### src/rtl/regfile_scoreboard.sv
// 2-read/1-write register file with write-to-read bypass and a busy scoreboard.
// Stall blocks issue on RAW/WAW hazards; pending_cnt tracks outstanding producers.
module regfile_scoreboard #(
  parameter int DATA_W   = 16,
  parameter int ADDR_W   = 4,
  parameter int ZERO_REG = 1,
  parameter int BYPASS   = 1
) (
  input  logic              clk,
  input  logic              rst,
  input  logic [ADDR_W-1:0] rd_addr_a,
  input  logic [ADDR_W-1:0] rd_addr_b,
  output logic [DATA_W-1:0] rd_data_a,
  output logic [DATA_W-1:0] rd_data_b,
  input  logic              wr_en,
  input  logic [ADDR_W-1:0] wr_addr,
  input  logic [DATA_W-1:0] wr_data,
  input  logic              issue_en,
  input  logic              issue_use_a,
  input  logic              issue_use_b,
  input  logic              issue_wr,
  input  logic [ADDR_W-1:0] issue_dst,
  output logic              busy_a,
  output logic              busy_b,
  output logic              stall,
  output logic [ADDR_W:0]   pending_cnt
);

  localparam int DEPTH = 1 << ADDR_W;
  localparam bit ZR    = (ZERO_REG != 0);
  localparam bit BYP   = (BYPASS != 0);

  logic [DATA_W-1:0] regs [DEPTH];
  logic [DEPTH-1:0]  busy;
  logic [DEPTH-1:0]  busy_nxt;
  logic [ADDR_W:0]   cnt_nxt;

  logic wr_ok;
  logic zero_a, zero_b, zero_d;
  logic hit_a, hit_b, hit_d;
  logic busy_d;
  logic issue_ok;

  assign wr_ok  = wr_en & ~(ZR & (wr_addr == '0));

  assign zero_a = ZR & (rd_addr_a == '0);
  assign zero_b = ZR & (rd_addr_b == '0);
  assign zero_d = ZR & (issue_dst == '0);

  // A writeback in flight this cycle satisfies a reader when bypass is on
  assign hit_a  = BYP & wr_en & (wr_addr == rd_addr_a);
  assign hit_b  = BYP & wr_en & (wr_addr == rd_addr_b);
  assign hit_d  = BYP & wr_en & (wr_addr == issue_dst);

  assign rd_data_a = (rst | zero_a) ? '0 :
                     hit_a ? wr_data : regs[rd_addr_a];
  assign rd_data_b = (rst | zero_b) ? '0 :
                     hit_b ? wr_data : regs[rd_addr_b];

  assign busy_a = ~rst & ~zero_a & busy[rd_addr_a] & ~hit_a;
  assign busy_b = ~rst & ~zero_b & busy[rd_addr_b] & ~hit_b;
  assign busy_d = ~rst & ~zero_d & busy[issue_dst] & ~hit_d;

  assign stall = ~rst & issue_en &
                 ((issue_use_a & busy_a) |
                  (issue_use_b & busy_b) |
                  (issue_wr & busy_d));

  assign issue_ok = issue_en & ~stall & issue_wr;

  // Set beats clear so a freshly issued producer stays pending
  always_comb begin
    busy_nxt = busy;
    cnt_nxt  = '0;
    for (int i = 0; i < DEPTH; i++) begin
      if (wr_en && wr_addr == ADDR_W'(i))
        busy_nxt[i] = 1'b0;
      if (issue_ok && issue_dst == ADDR_W'(i))
        busy_nxt[i] = 1'b1;
      if (ZR && i == 0)
        busy_nxt[i] = 1'b0;
      cnt_nxt = cnt_nxt + (ADDR_W+1)'(busy_nxt[i]);
    end
  end

  always_ff @(posedge clk or posedge rst) begin
    if (rst) begin
      for (int i = 0; i < DEPTH; i++)
        regs[i] <= '0;
      busy        <= '0;
      pending_cnt <= '0;
    end else begin
      if (wr_ok)
        regs[wr_addr] <= wr_data;
      busy        <= busy_nxt;
      pending_cnt <= cnt_nxt;
    end
  end

endmodule

### config.mk
export PLATFORM = sky130hd
export DESIGN_NAME = regfile_scoreboard
export DESIGN_NICKNAME = d
export VERILOG_FILES = /design/src/rtl/regfile_scoreboard.sv
export SDC_FILE = /design/constraint.sdc
export NUM_CORES = 1
export LEC_CHECK = 0
export BUFFER_PORTS_ARGS = -buffer_cell sky130_fd_sc_hd__buf_2
export CORE_AREA = 4 4 203 205
export DETAILED_ROUTE_END_ITERATION = 12
export DIE_AREA = 0 0 207 209
export PLACE_DENSITY_LB_ADDON = 0.2
export SYNTH_ARGS = -nofsm -noshare
export SYNTH_HDL_FRONTEND = slang
export SYNTH_SLANG_ARGS = --single-unit
### constraint.sdc
create_clock -name clk -period 25.1 [get_ports clk]
set_input_delay 1.255 -clock clk [delete_from_list [all_inputs] [get_ports clk]]
set_output_delay 1.255 -clock clk [all_outputs]
set_load 0.01 [all_outputs]
==> out/results.txt <==
Clock Skews: 0.002296 ns
status: complete, no violations
final wirelength: 42,540 µm
Die X: 207 µm
#FFs+latches synth: 275
startpoint type of the worst setup path: input port
final worst-path cycle share: 28.36%
cts bufs inserted: 34
crit end category: flip-flop
DIE AREA: 43,260 µm²
Arr. time, crit path: 7.55 ns
port bufs: 77
largest net degree at the start of global routing: 75
core area: 39,460 µm²
Finished Cell Area: 17,360 µm²
global-route wire length before repair: 66,070 µm
leakage power: 0.007261 µW
I/O pins: 79
Hold Path Class: flip-flop to flip-flop
sequential area share after synthesis: 44.21%
Power Internal: 1056 µW
Final Hold Viols: 0
initial DRC count: 591
Worst path slowest cell: nor4b_4
# H-tree levels: 2
Syn Area/Cell: 15.11 µm²
setup TNS: 0 ns
vias in the first global route: 10,120
ranking of synthesized cells by area: dfrtp_1 (44%), mux4_2 (24%), mux2_2 (18%)
total gr overflow: 0
Post-CTS Repair Setup Buffers: 0
Synth top area share: 44.21%
Routability Congestion: 0.8222
Crit Path Max Fanout: 36
Peak VDD IR: 0.03848 mV
Area growth syn-to-layout: 11.55%
min Tclk post-route: 7.118 ns
Final Net Count: 1,104
post_cts resized: 0
Remaining DRCs: 0
fmax: 140.5 MHz
pre-CTS WS: 17.45 ns
WL/cell: 26.63 µm
clock network power share: 31.1%
Least-Margin Pin Slew: 1.024 ns
largest stage delay on the critical path: 0.91 ns
WS Path Type: input port to flip-flop
final setup margin: 17.98 ns
Die H: 209 µm
Final setup viols: 0
CP most frequent cell: fa_1
synth warn: 0
top_reg_cell synth: dfrtp_1
Sw Share: 28.36%
TritonCTS clock tree: done
Pwr Total: 1474 µW
antenna cells: 0
CTS Sinks: 275
cells after synthesis: 1,030
cell chain of the critical path: buf_4 > buf_4 > mux4_1 > inv_1 > mux4_2 > nor4b_4 > o31ai_1 > fa_1 > fa_1 > fa_1 > inv_1 > fa_1 > inv_1 > fa_1 > inv_1 > fa_1 > inv_1
Vias: 9,518
Max transition margin: 31.47%
DR pass1 iterations: 4
combinational cell fraction of total power: 27.0%
Max Transition Viols Final: 0
placed instance count: 1,542
PD cells: 84.91 nW/µm²
area of placed instances: 16,340 µm²
GRT Total Usage: 19.74%
# Max-Cap Violations: 0
# hold bufs at CTS: 0
RSZ-0062 raised after global routing: no
Initial Util: 39.45%
cell area after synthesis: 15,570 µm²
NetSw: 418.2 µW
Worst path top cell family by delay: adder cells
hpwl dp: 25,500 µm
EDFF count, synth: 0
routed vias/inst: 5.960
Routed Antenna Nets: 0
WP data required: 25.54 ns
Synth async-reset ratio: 100.0%
worst skew pair latency: 0.49 ns
Root Buffer Master: clkbuf_16
CTS clk-pin slew, worst paths: 0.05 ns
area leader, netlist: dfrtp_1
Reg power frac: 41.9%
initial antenna violation count: 0
non-filler instance count after layout: 1,597
layout cell share with drive strength beyond 1: 53.82%
Max clock buf depth: 3
WP buf/inv: 7
synth unique cells: 48
Row Count: 73
syn_nets: 1,081
==> cells in the mapped netlist, types with 2 or more instances <==
cell and number:
nand3b_1 3, o2111ai_1 2, o31a_2 4, nor2_1 48, nand2b_1 8, mux4_1 2, buf_1 11, fa_1 10
xnor2_1 6, dfrtp_1 275, buf_2 35, inv_1 21, o31ai_1 15, nand3_1 10, nor3b_1 2, ha_1 2
buf_4 7, nor3_1 3, mux2_2 242, or3_1 3, xor2_1 4, nand2_1 15, nor2b_1 2, nand4_1 3
buf_6 4, o21ai_0 9, mux2i_1 37, mux4_2 168, a21o_1 2, clkbuf_1 59
==> final timing paths <==
path / slack (ns) / to / start / cells after the start
max: 17.98 / pending_cnt[1]$_DFF_PP0_ / rd_addr_b[1] / 17
min: 0.39 / regs[242]$_DFFE_PP0P_ / regs[242]$_DFFE_PP0P_ / 0
max reg2reg: 19.55 / pending_cnt[1]$_DFF_PP0_ / busy[5]$_DFF_PP0_ / 15
min reg2reg: 0.39 / regs[242]$_DFFE_PP0P_ / regs[242]$_DFFE_PP0P_ / 0
max in group asynchronous: 22.09 / regs[238]$_DFFE_PP0P_ / rst / 4
min in group asynchronous: 0.87 / regs[34]$_DFFE_PP0P_ / rst / 2
==> final cells by class <==
| class | instances | area (µm²) |
|---|---|---|
| Timing Repair Buffer | 103 | 590.6 |
| Clock inverter | 3 | 18.77 |
| Tap cell | 525 | 656.9 |
| Fill cell | 3545 | 22090 |
| Inverter | 21 | 86.33 |
| Multi-Input combinational cell | 618 | 8120 |
| Sequential cell | 275 | 6882 |
| Clock buffer | 52 | 1010 |
==> layer usage <==
layer	global-route usage [%]	part of all wire [%]
met5	0	0
met1	27.95	44
met4	4.514	2.0
met2	32.56	49
met3	3.033	4.9
==> kinds of logic (layout without fill, tap and decap cells) <==
family,Yosys count,in the layout,synth area share (%)
AOI/OAI and AO/OA,42,42,2.042
xor gates and xnor gates,10,10,0.5626
adders and majority gates,12,12,1.447
buffers and inverters,137,179,3.947
DFF,275,275,44.21
muxes,449,449,44.53
other,1,1,0.02409
and+or+nand+nor,104,104,3.239
==> cells in the final DEF (no fill, tap or decap), types with 4 or more instances in the layout <==
master,instances
o31ai_1,15
inv_1,20
nand2b_1,8
mux4_2,168
clkbuf_8,7
mux2i_1,37
nor2_2,9
buf_4,30
clkbuf_1,10
xor2_1,4
nor2_1,39
mux2_2,242
nand2_1,15
o21ai_0,9
buf_2,73
clkbuf_16,35
xnor2_1,6
o31a_2,4
fa_1,10
dfrtp_1,275
nand3_1,9
==> state kept, by name, indices dropped and copies added (netlist names) <==
name         cells
pending_cnt      4
busy            15
regs           256
==> power groups by stage <==
stage | combinational, µW | sequential [µW] | clock [µW]
detailed placement | 404 | 623 | 0
global placement | 397 | 618 | 0
finish | 398 | 617 | 459
floorplan | 324 | 598 | 0
CTS | 405 | 616 | 471
global route | 442 | 631 | 488
==> metrics by stage <==
| stage | hold WS (ns) | util (%) |
|---|---|---|
| floorplan | 0.4413 | - |
| global placement | 0.3771 | 41.40 |
| detailed placement | 0.3841 | 41.40 |
| CTS | 0.3956 | 44.01 |
| global route | 0.4110 | 44.01 |
| finish | 0.3896 | 44.01 |
Power figures use the tool's default switching activity.
